==> config.mk <==
export PLATFORM = sky130hd
export DESIGN_NAME = cdc_bus_fifo
export DESIGN_NICKNAME = d
export VERILOG_FILES = /design/src/rtl/cdc_bus_fifo_pkg.sv /design/src/rtl/cdc_bus_fifo_sync_fifo.sv /design/src/rtl/cdc_bus_fifo.sv
export SDC_FILE = /design/constraint.sdc
export NUM_CORES = 1
export LEC_CHECK = 0
export ABC_AREA = 1
export CORE_MARGIN = 1
export CORE_UTILIZATION = 25
export DETAILED_ROUTE_END_ITERATION = 10
export GPL_TIMING_DRIVEN = 0
export MAX_ROUTING_LAYER = met4
export PLACE_DENSITY = 0.42
export SYNTH_ARGS = -nofsm -noshare
export SYNTH_HDL_FRONTEND = slang
export SYNTH_HIERARCHICAL = 1
export SYNTH_SLANG_ARGS = --single-unit
export TNS_END_PERCENT = 30
==> constraint.sdc <==
create_clock -name clk_i -period 2.55 [get_ports clk_i]
set_input_delay 0.255 -clock clk_i [delete_from_list [all_inputs] [get_ports clk_i]]
set_output_delay 0.255 -clock clk_i [all_outputs]
set_load 0.01 [all_outputs]
==> src/rtl/cdc_bus_fifo_pkg.sv <==
// Shared constants for the cdc_bus_fifo bridge: register addresses, status and CTRL bit positions.
package cdc_bus_fifo_pkg;

  localparam logic [1:0] ADDR_CTRL    = 2'b00;
  localparam logic [1:0] ADDR_IN      = 2'b01;
  localparam logic [1:0] ADDR_OUTST   = 2'b10;
  localparam logic [1:0] ADDR_OUTDATA = 2'b11;

  // IN status (address 01)
  localparam int ST_NOTFULL  = 0;
  localparam int ST_EMPTY    = 1;
  // OUT status (address 10)
  localparam int ST_NOTEMPTY = 0;
  localparam int ST_FULL     = 1;
  // Sticky error flag, both status registers
  localparam int ST_ERR      = 7;

  localparam int CTRL_IN_IRQ_EN  = 0;
  localparam int CTRL_OUT_IRQ_EN = 1;
  localparam logic [1:0] CTRL_RESET = 2'b11;

endpackage

==> src/rtl/cdc_bus_fifo_sync_fifo.sv <==
// Single-clock FIFO with extra-MSB pointers; push on full succeeds only when a pop frees the slot.
module sync_fifo #(
  parameter int WIDTH = 8,
  parameter int DEPTH = 8
) (
  input  logic             clk_i,
  input  logic             rstn_i,
  input  logic             push_i,
  input  logic [WIDTH-1:0] data_i,
  input  logic             pop_i,
  output logic [WIDTH-1:0] data_o,
  output logic             full_o,
  output logic             empty_o
);

  localparam int AW = $clog2(DEPTH);
  localparam logic [AW:0] PTR_ONE = 1;

  logic [AW:0]      wr_ptr_q, wr_ptr_d;
  logic [AW:0]      rd_ptr_q, rd_ptr_d;
  logic [WIDTH-1:0] mem_q [DEPTH];
  logic             do_push, do_pop;

  assign empty_o = (wr_ptr_q == rd_ptr_q);
  assign full_o  = (wr_ptr_q[AW] != rd_ptr_q[AW]) && (wr_ptr_q[AW-1:0] == rd_ptr_q[AW-1:0]);
  assign do_pop  = pop_i & ~empty_o;
  assign do_push = push_i & (~full_o | do_pop);
  assign data_o  = mem_q[rd_ptr_q[AW-1:0]];

  always_comb begin
    wr_ptr_d = wr_ptr_q;
    rd_ptr_d = rd_ptr_q;
    if (do_push) wr_ptr_d = wr_ptr_q + PTR_ONE;
    if (do_pop)  rd_ptr_d = rd_ptr_q + PTR_ONE;
  end

  always_ff @(posedge clk_i or negedge rstn_i) begin
    if (!rstn_i) begin
      wr_ptr_q <= '0;
      rd_ptr_q <= '0;
    end else begin
      wr_ptr_q <= wr_ptr_d;
      rd_ptr_q <= rd_ptr_d;
    end
  end

  // Storage is deliberately not reset; empty pointers make stale contents unreachable.
  always_ff @(posedge clk_i) begin
    if (do_push) mem_q[wr_ptr_q[AW-1:0]] <= data_i;
  end

endmodule

==> src/rtl/cdc_bus_fifo.sv <==
// Bus-mapped IN/OUT byte FIFO bridge to USB_CDC with event IRQs.
// Define CDC_BUS_FIFO_ERR_EN to build sticky overflow/underflow flags in status bit 7.
module cdc_bus_fifo
  import cdc_bus_fifo_pkg::*;
#(
  parameter int IN_DEPTH  = 8,
  parameter int OUT_DEPTH = 8
) (
  input  logic       clk_i,
  input  logic       rstn_i,
  input  logic       sel_i,
  input  logic       read_i,
  input  logic       write_i,
  input  logic [1:0] addr_i,
  input  logic [7:0] data_i,
  output logic [7:0] data_o,
  output logic       in_irq_o,
  output logic       out_irq_o,
  output logic [7:0] in_data_o,
  output logic       in_valid_o,
  input  logic       in_ready_i,
  input  logic [7:0] out_data_i,
  input  logic       out_valid_i,
  output logic       out_ready_o
);

  // Streams use valid/ready: a byte moves on any clock edge where valid and ready are both high;
  // the source holds data stable while valid is high and not yet accepted.

  logic       wr_en, rd_en;
  logic       in_push, in_pop, in_full, in_empty;
  logic       out_push, out_pop, out_full, out_empty;
  logic [7:0] out_head;
  logic [1:0] ctrl_q, ctrl_d;
  logic [7:0] data_q, rdata_d;
  logic       in_irq_q, out_irq_q;
  logic       rdy_q;
  logic       ovf_flag, unf_flag;

  // A simultaneous write wins; the read is suppressed so data_o holds.
  assign wr_en = sel_i & write_i;
  assign rd_en = sel_i & read_i & ~write_i;

  assign in_push  = wr_en & (addr_i == ADDR_IN);
  assign in_pop   = in_valid_o & in_ready_i;
  assign out_push = out_valid_i & out_ready_o;
  assign out_pop  = rd_en & (addr_i == ADDR_OUTDATA);

  sync_fifo #(.WIDTH(8), .DEPTH(IN_DEPTH)) u_in_fifo (
    .clk_i   (clk_i),
    .rstn_i  (rstn_i),
    .push_i  (in_push),
    .data_i  (data_i),
    .pop_i   (in_pop),
    .data_o  (in_data_o),
    .full_o  (in_full),
    .empty_o (in_empty)
  );

  sync_fifo #(.WIDTH(8), .DEPTH(OUT_DEPTH)) u_out_fifo (
    .clk_i   (clk_i),
    .rstn_i  (rstn_i),
    .push_i  (out_push),
    .data_i  (out_data_i),
    .pop_i   (out_pop),
    .data_o  (out_head),
    .full_o  (out_full),
    .empty_o (out_empty)
  );

  assign in_valid_o  = ~in_empty;
  // rdy_q keeps ready low during reset and until the first edge after release.
  assign out_ready_o = rdy_q & ~out_full;

`ifdef CDC_BUS_FIFO_ERR_EN
  logic ovf_q, ovf_d, unf_q, unf_d;

  always_comb begin
    ovf_d = ovf_q;
    unf_d = unf_q;
    if (rd_en && addr_i == ADDR_IN)    ovf_d = 1'b0;
    if (rd_en && addr_i == ADDR_OUTST) unf_d = 1'b0;
    // Overflow means the byte was really dropped: full with no stream pop freeing a slot.
    if (in_push && in_full && !in_pop) ovf_d = 1'b1;
    if (out_pop && out_empty)          unf_d = 1'b1;
  end

  always_ff @(posedge clk_i or negedge rstn_i) begin
    if (!rstn_i) begin
      ovf_q <= 1'b0;
      unf_q <= 1'b0;
    end else begin
      ovf_q <= ovf_d;
      unf_q <= unf_d;
    end
  end

  assign ovf_flag = ovf_q;
  assign unf_flag = unf_q;
`else
  assign ovf_flag = 1'b0;
  assign unf_flag = 1'b0;
`endif

  always_comb begin
    ctrl_d = ctrl_q;
    if (wr_en && addr_i == ADDR_CTRL) ctrl_d = data_i[1:0];
  end

  // Status is taken from pre-transfer FIFO state; flags return their value before any clear.
  always_comb begin
    rdata_d = '0;
    case (addr_i)
      ADDR_CTRL: rdata_d[1:0] = ctrl_q;
      ADDR_IN: begin
        rdata_d[ST_NOTFULL] = ~in_full;
        rdata_d[ST_EMPTY]   = in_empty;
        rdata_d[ST_ERR]     = ovf_flag;
      end
      ADDR_OUTST: begin
        rdata_d[ST_NOTEMPTY] = ~out_empty;
        rdata_d[ST_FULL]     = out_full;
        rdata_d[ST_ERR]      = unf_flag;
      end
      default: rdata_d = out_empty ? 8'h00 : out_head;
    endcase
  end

  always_ff @(posedge clk_i or negedge rstn_i) begin
    if (!rstn_i) begin
      ctrl_q    <= CTRL_RESET;
      data_q    <= '0;
      in_irq_q  <= 1'b0;
      out_irq_q <= 1'b0;
      rdy_q     <= 1'b0;
    end else begin
      ctrl_q    <= ctrl_d;
      if (rd_en) data_q <= rdata_d;
      in_irq_q  <= in_pop & ctrl_q[CTRL_IN_IRQ_EN];
      out_irq_q <= out_push & ctrl_q[CTRL_OUT_IRQ_EN];
      rdy_q     <= 1'b1;
    end
  end

  assign data_o    = data_q;
  assign in_irq_o  = in_irq_q;
  assign out_irq_o = out_irq_q;

endmodule

==> results of run 1 <==
==> layer usage <==
layer	share of wire, %	vias up	track usage, %
met4	1.4	0	4.549
met1	44	2269	15.63
met3	3.3	25	2.288
li1	-	2230	-
met5	0	-	-
met2	51	100	22.45
==> worst max-delay path: stages (launching register included) <==
cell and delay [ns]:
dfrtp_1 0.41, buf_2 0.20, nand2_1 0.12, nand2_2 0.10, nor2_8 0.14, nand2_1 0.08
nor2_2 0.19, nor2_1 0.10, clkdlybuf4s50_1 0.48
==> synthesized netlist by cell type (all sizes together) <==
cell | count | area [sq um]
nor3b | 1 | 7.510
nor2 | 95 | 396.6
nand4 | 4 | 55.05
inv | 30 | 112.6
nor3 | 1 | 5.000
clkbuf | 8 | 30.03
dfrtp | 27 | 675.7
nand3b | 1 | 7.510
nand2 | 122 | 498.0
dfstp | 2 | 52.55
nand3 | 31 | 182.7
buf | 19 | 111.4
clkinv | 1 | 3.750
conb | 1 | 3.750
o22ai | 32 | 200.2
ha | 4 | 50.05
xor2 | 4 | 35.03
xnor2 | 7 | 68.82
o21ai | 80 | 404.1
edfxtp | 128 | 3844
and3 | 2 | 12.51
==> power groups by stage <==
stage	clock, mW	sequential (mW)	combinational [mW]
2_1_floorplan	0	3.21	2.00
3_3_place_gp	0	3.22	3.12
3_5_place_dp	0	3.23	3.17
4_1_cts	2.65	3.17	3.32
5_1_grt	2.75	3.22	3.72
6_report	2.59	3.19	3.36
==> final cells by class <==
type	count	area, sq um	share of cell area, %
plain buffers	27	206.4	2.419
clock buffers	17	425.4	4.984
clock inverters	15	171.4	2.008
inverters	31	121.4	1.422
multi-input cells	385	2054	24.07
flip-flops and latches	157	4574	53.59
well taps	335	419.2	4.911
repair buffers	49	563.0	6.596
==> timing repair <==
item | in CTS | in global routing
gates resized for setup | 44 | 31
hold buffers | 1 | 0
buffers inserted | 5 | 1
cloned | 0 | 0
pin swaps | 5 | 5
endpoints found under the setup margin | 138 | 114
hold endpoints to repair | 27 | 0
==> sequential cells by signal, indices dropped and copies added, names as in the netlist <==
register / count
rdy_q: 1
u_out_fifo/mem_q: 64
ctrl_q: 2
in_irq_o: 1
u_in_fifo/rd_ptr_q: 4
out_irq_o: 1
u_in_fifo/mem_q: 64
u_out_fifo/wr_ptr_q: 4
data_o: 8
u_out_fifo/rd_ptr_q: 4
u_in_fifo/wr_ptr_q: 4
==> worst paths after layout <==
path,end,slack (ns),start
setup reg to reg,u_out_fifo/mem_q[1][2]$_DFFE_PP_,0.08,u_out_fifo/rd_ptr_q[1]$_DFFE_PN0P_
min in group asynchronous,data_o[7]$_DFFE_PN0P_,0.45,rstn_i
max in group asynchronous,u_in_fifo/wr_ptr_q[1]$_DFFE_PN0P_,1.55,rstn_i
hold reg to reg,ctrl_q[1]$_DFFE_PN1P_,0.50,ctrl_q[1]$_DFFE_PN1P_
setup / recovery,out_ready_o,0.06,u_out_fifo/rd_ptr_q[1]$_DFFE_PN0P_
hold / removal,data_o[7]$_DFFE_PN0P_,0.20,addr_i[1]
==> metrics by stage <==
| stage | std cells | TNS [ns] | hold WS (ns) | cell area [sq um] |
|---|---|---|---|---|
| 4_1_cts | 1015 | -0.1836 | 0.1911 | 8434 |
| 5_1_grt | 1016 | -0.4591 | 0.2162 | 8536 |
| 6_report | 1016 | 0 | 0.1966 | 8536 |
| 3_5_place_dp | 977 | -69.31 | 0.4023 | 7591 |
| 3_3_place_gp | 977 | -60.76 | 0.4787 | 7596 |
| 2_1_floorplan | 600 | 0 | -0.04059 | 6756 |
==> logic make-up after synthesis <==
group	count (synthesis)
DFF	157
and+or+nand+nor	257
buffers and inverters	58
adders and majority gates	4
xor gates and xnor gates	11
other	1
AOI/OAI and AO/OA	112
==> results.py, run 1 <==
metrics = {
    "outcome": {
        "status": "finished, violations left",
        "violations": "design-rule violations",
    },
    "setup_path": {
        "cp_max_fo": 10,
        "reg2reg_depth": 9,
        "cp-end-kind": "output port",
        "setup.worst_path.start_class": "register",
        "critical_path_class": "register to output port",
        "required_ns": 2.30,
        "critPathArrivalTime_ns": 2.24,
    },
    "power": {
        "p_switching_mw": 3.407,
        "comb_power_share_pct": 36.8,
        "leakage_nw": 3.177,
        "ir_drop_mv": 0.4273,
        "p_total_mw": 9.129,
        "power_density_nw_per_um2": 1069,
        "swShare_pct": 37.32,
        "pwr-share-seq_pct": 34.9,
        "p_int_mw": 5.722,
        "p_clk_share_pct": 28.3,
    },
    "clock_network": {
        "cts_tree": "done",
        "h-tree-depth": 4,
        "cts_buffer_depth": 2,
        "cts_num_sinks": 157,
        "clk_latency_ns": 0.42,
        "cts_inserted_buffers": 17,
        "cts-root-buf": "clkbuf_16",
        "clk_pin_slew_worst_paths_ns": 0.07,
    },
    "sta": {
        "hold_viol": 0,
        "fin_crit_sh_pct": 97.83,
        "maxSlewViolCount": 0,
        "setup_ws_ns": 0.05526,
        "max_freq_ghz": 0.4008,
        "slew_headroom_pct": 43.33,
        "period_minus_slack_ns": 2.495,
        "rsz0062_at_grt": "yes",
        "final.setup_skew_ns": 0.01071,
        "max_slew.worst_pin.slew_ns": 0.8435,
        "setup_viol": 0,
    },
    "logic_synthesis": {
        "synthAdderAreaFrac_pct": 0.7407,
        "synth_top_family_by_area": "simple AND/OR/NAND/NOR gates",
        "syn-num-nets": 629,
        "yosys.area_share.xor_xnor_pct": 1.537,
        "synth_compound_area_share_pct": 8.944,
        "syn-instance-count": 600,
        "synth_cell_type_count": 35,
        "synth-warning-count": 6,
        "synthesis.area_sq_um": 6756,
        "synth.area.mux_share_pct": 0,
        "synth_area_per_cell_sq_um": 11.26,
        "synth_simple_gate_area_share_pct": 17.24,
        "ys_seq_area_share_pct": 67.67,
        "synth_seq_cells": 157,
    },
    "floorplanning": {
        "coreArea_sq_um": 26280,
        "io_pins": 45,
        "die_w_microns": 166.4,
        "start_util_pct": 25.71,
        "num_rows": 59,
        "die-height_microns": 166.4,
        "die_area_sq_um": 27690,
    },
    "cells_and_area": {
        "final_core_util_pct": 32.48,
        "mostFrequentLayoutCells": "128 x edfxtp_1, 114 x nand2_1, 76 x nor2_1, 67 x o21ai_0, 34 x clkdlybuf4s50_1",
        "final_common_cell": "edfxtp_1",
        "drive_gt1_share_pct": 16.45,
        "fin_nets": 697,
        "area.growth.synth_to_final_pct": 26.33,
        "fill_cells": 2654,
        "n_antenna_cell": 0,
    },
    "detailed_routing": {
        "wirelength_microns": 17240,
        "postRouteAntennaNets": 0,
        "drt-pass1-iter-count": 8,
        "drtIter0Drc": 323,
        "drc": 5,
        "vias": 4624,
        "wl_per_cell_microns": 16.97,
        "viasPerCell": 4.551,
    },
    "place": {
        "place_congestion": 0.7830,
        "dp_hpwl_microns": 11460,
        "port_buffers": 42,
        "dp_slack_ns": -0.7938,
    },
    "grt": {
        "grt_pass1_vias": 4716,
        "gr-usage-all-layers_pct": 13.17,
        "antenna_found_initial": 0,
        "overflow": 0,
        "grt_pass1_wl_microns": 26770,
        "grt_start_max_net_pins": 30,
    },
    "job": {
        "drv_cap": 0,
    },
    "worst_hold_path": {
        "hold_depth": 3,
        "hp-class": "input pin to register",
    },
}
(Power assumes the default switching activity.)
==> run 2: changes to the inputs <==
Settings changed: CORE_MARGIN 1 to unset, CTS_CLUSTER_SIZE set to 10.
==> results of run 2 <==
No change in the layout: final DEF, timing and power equal those of run 1.
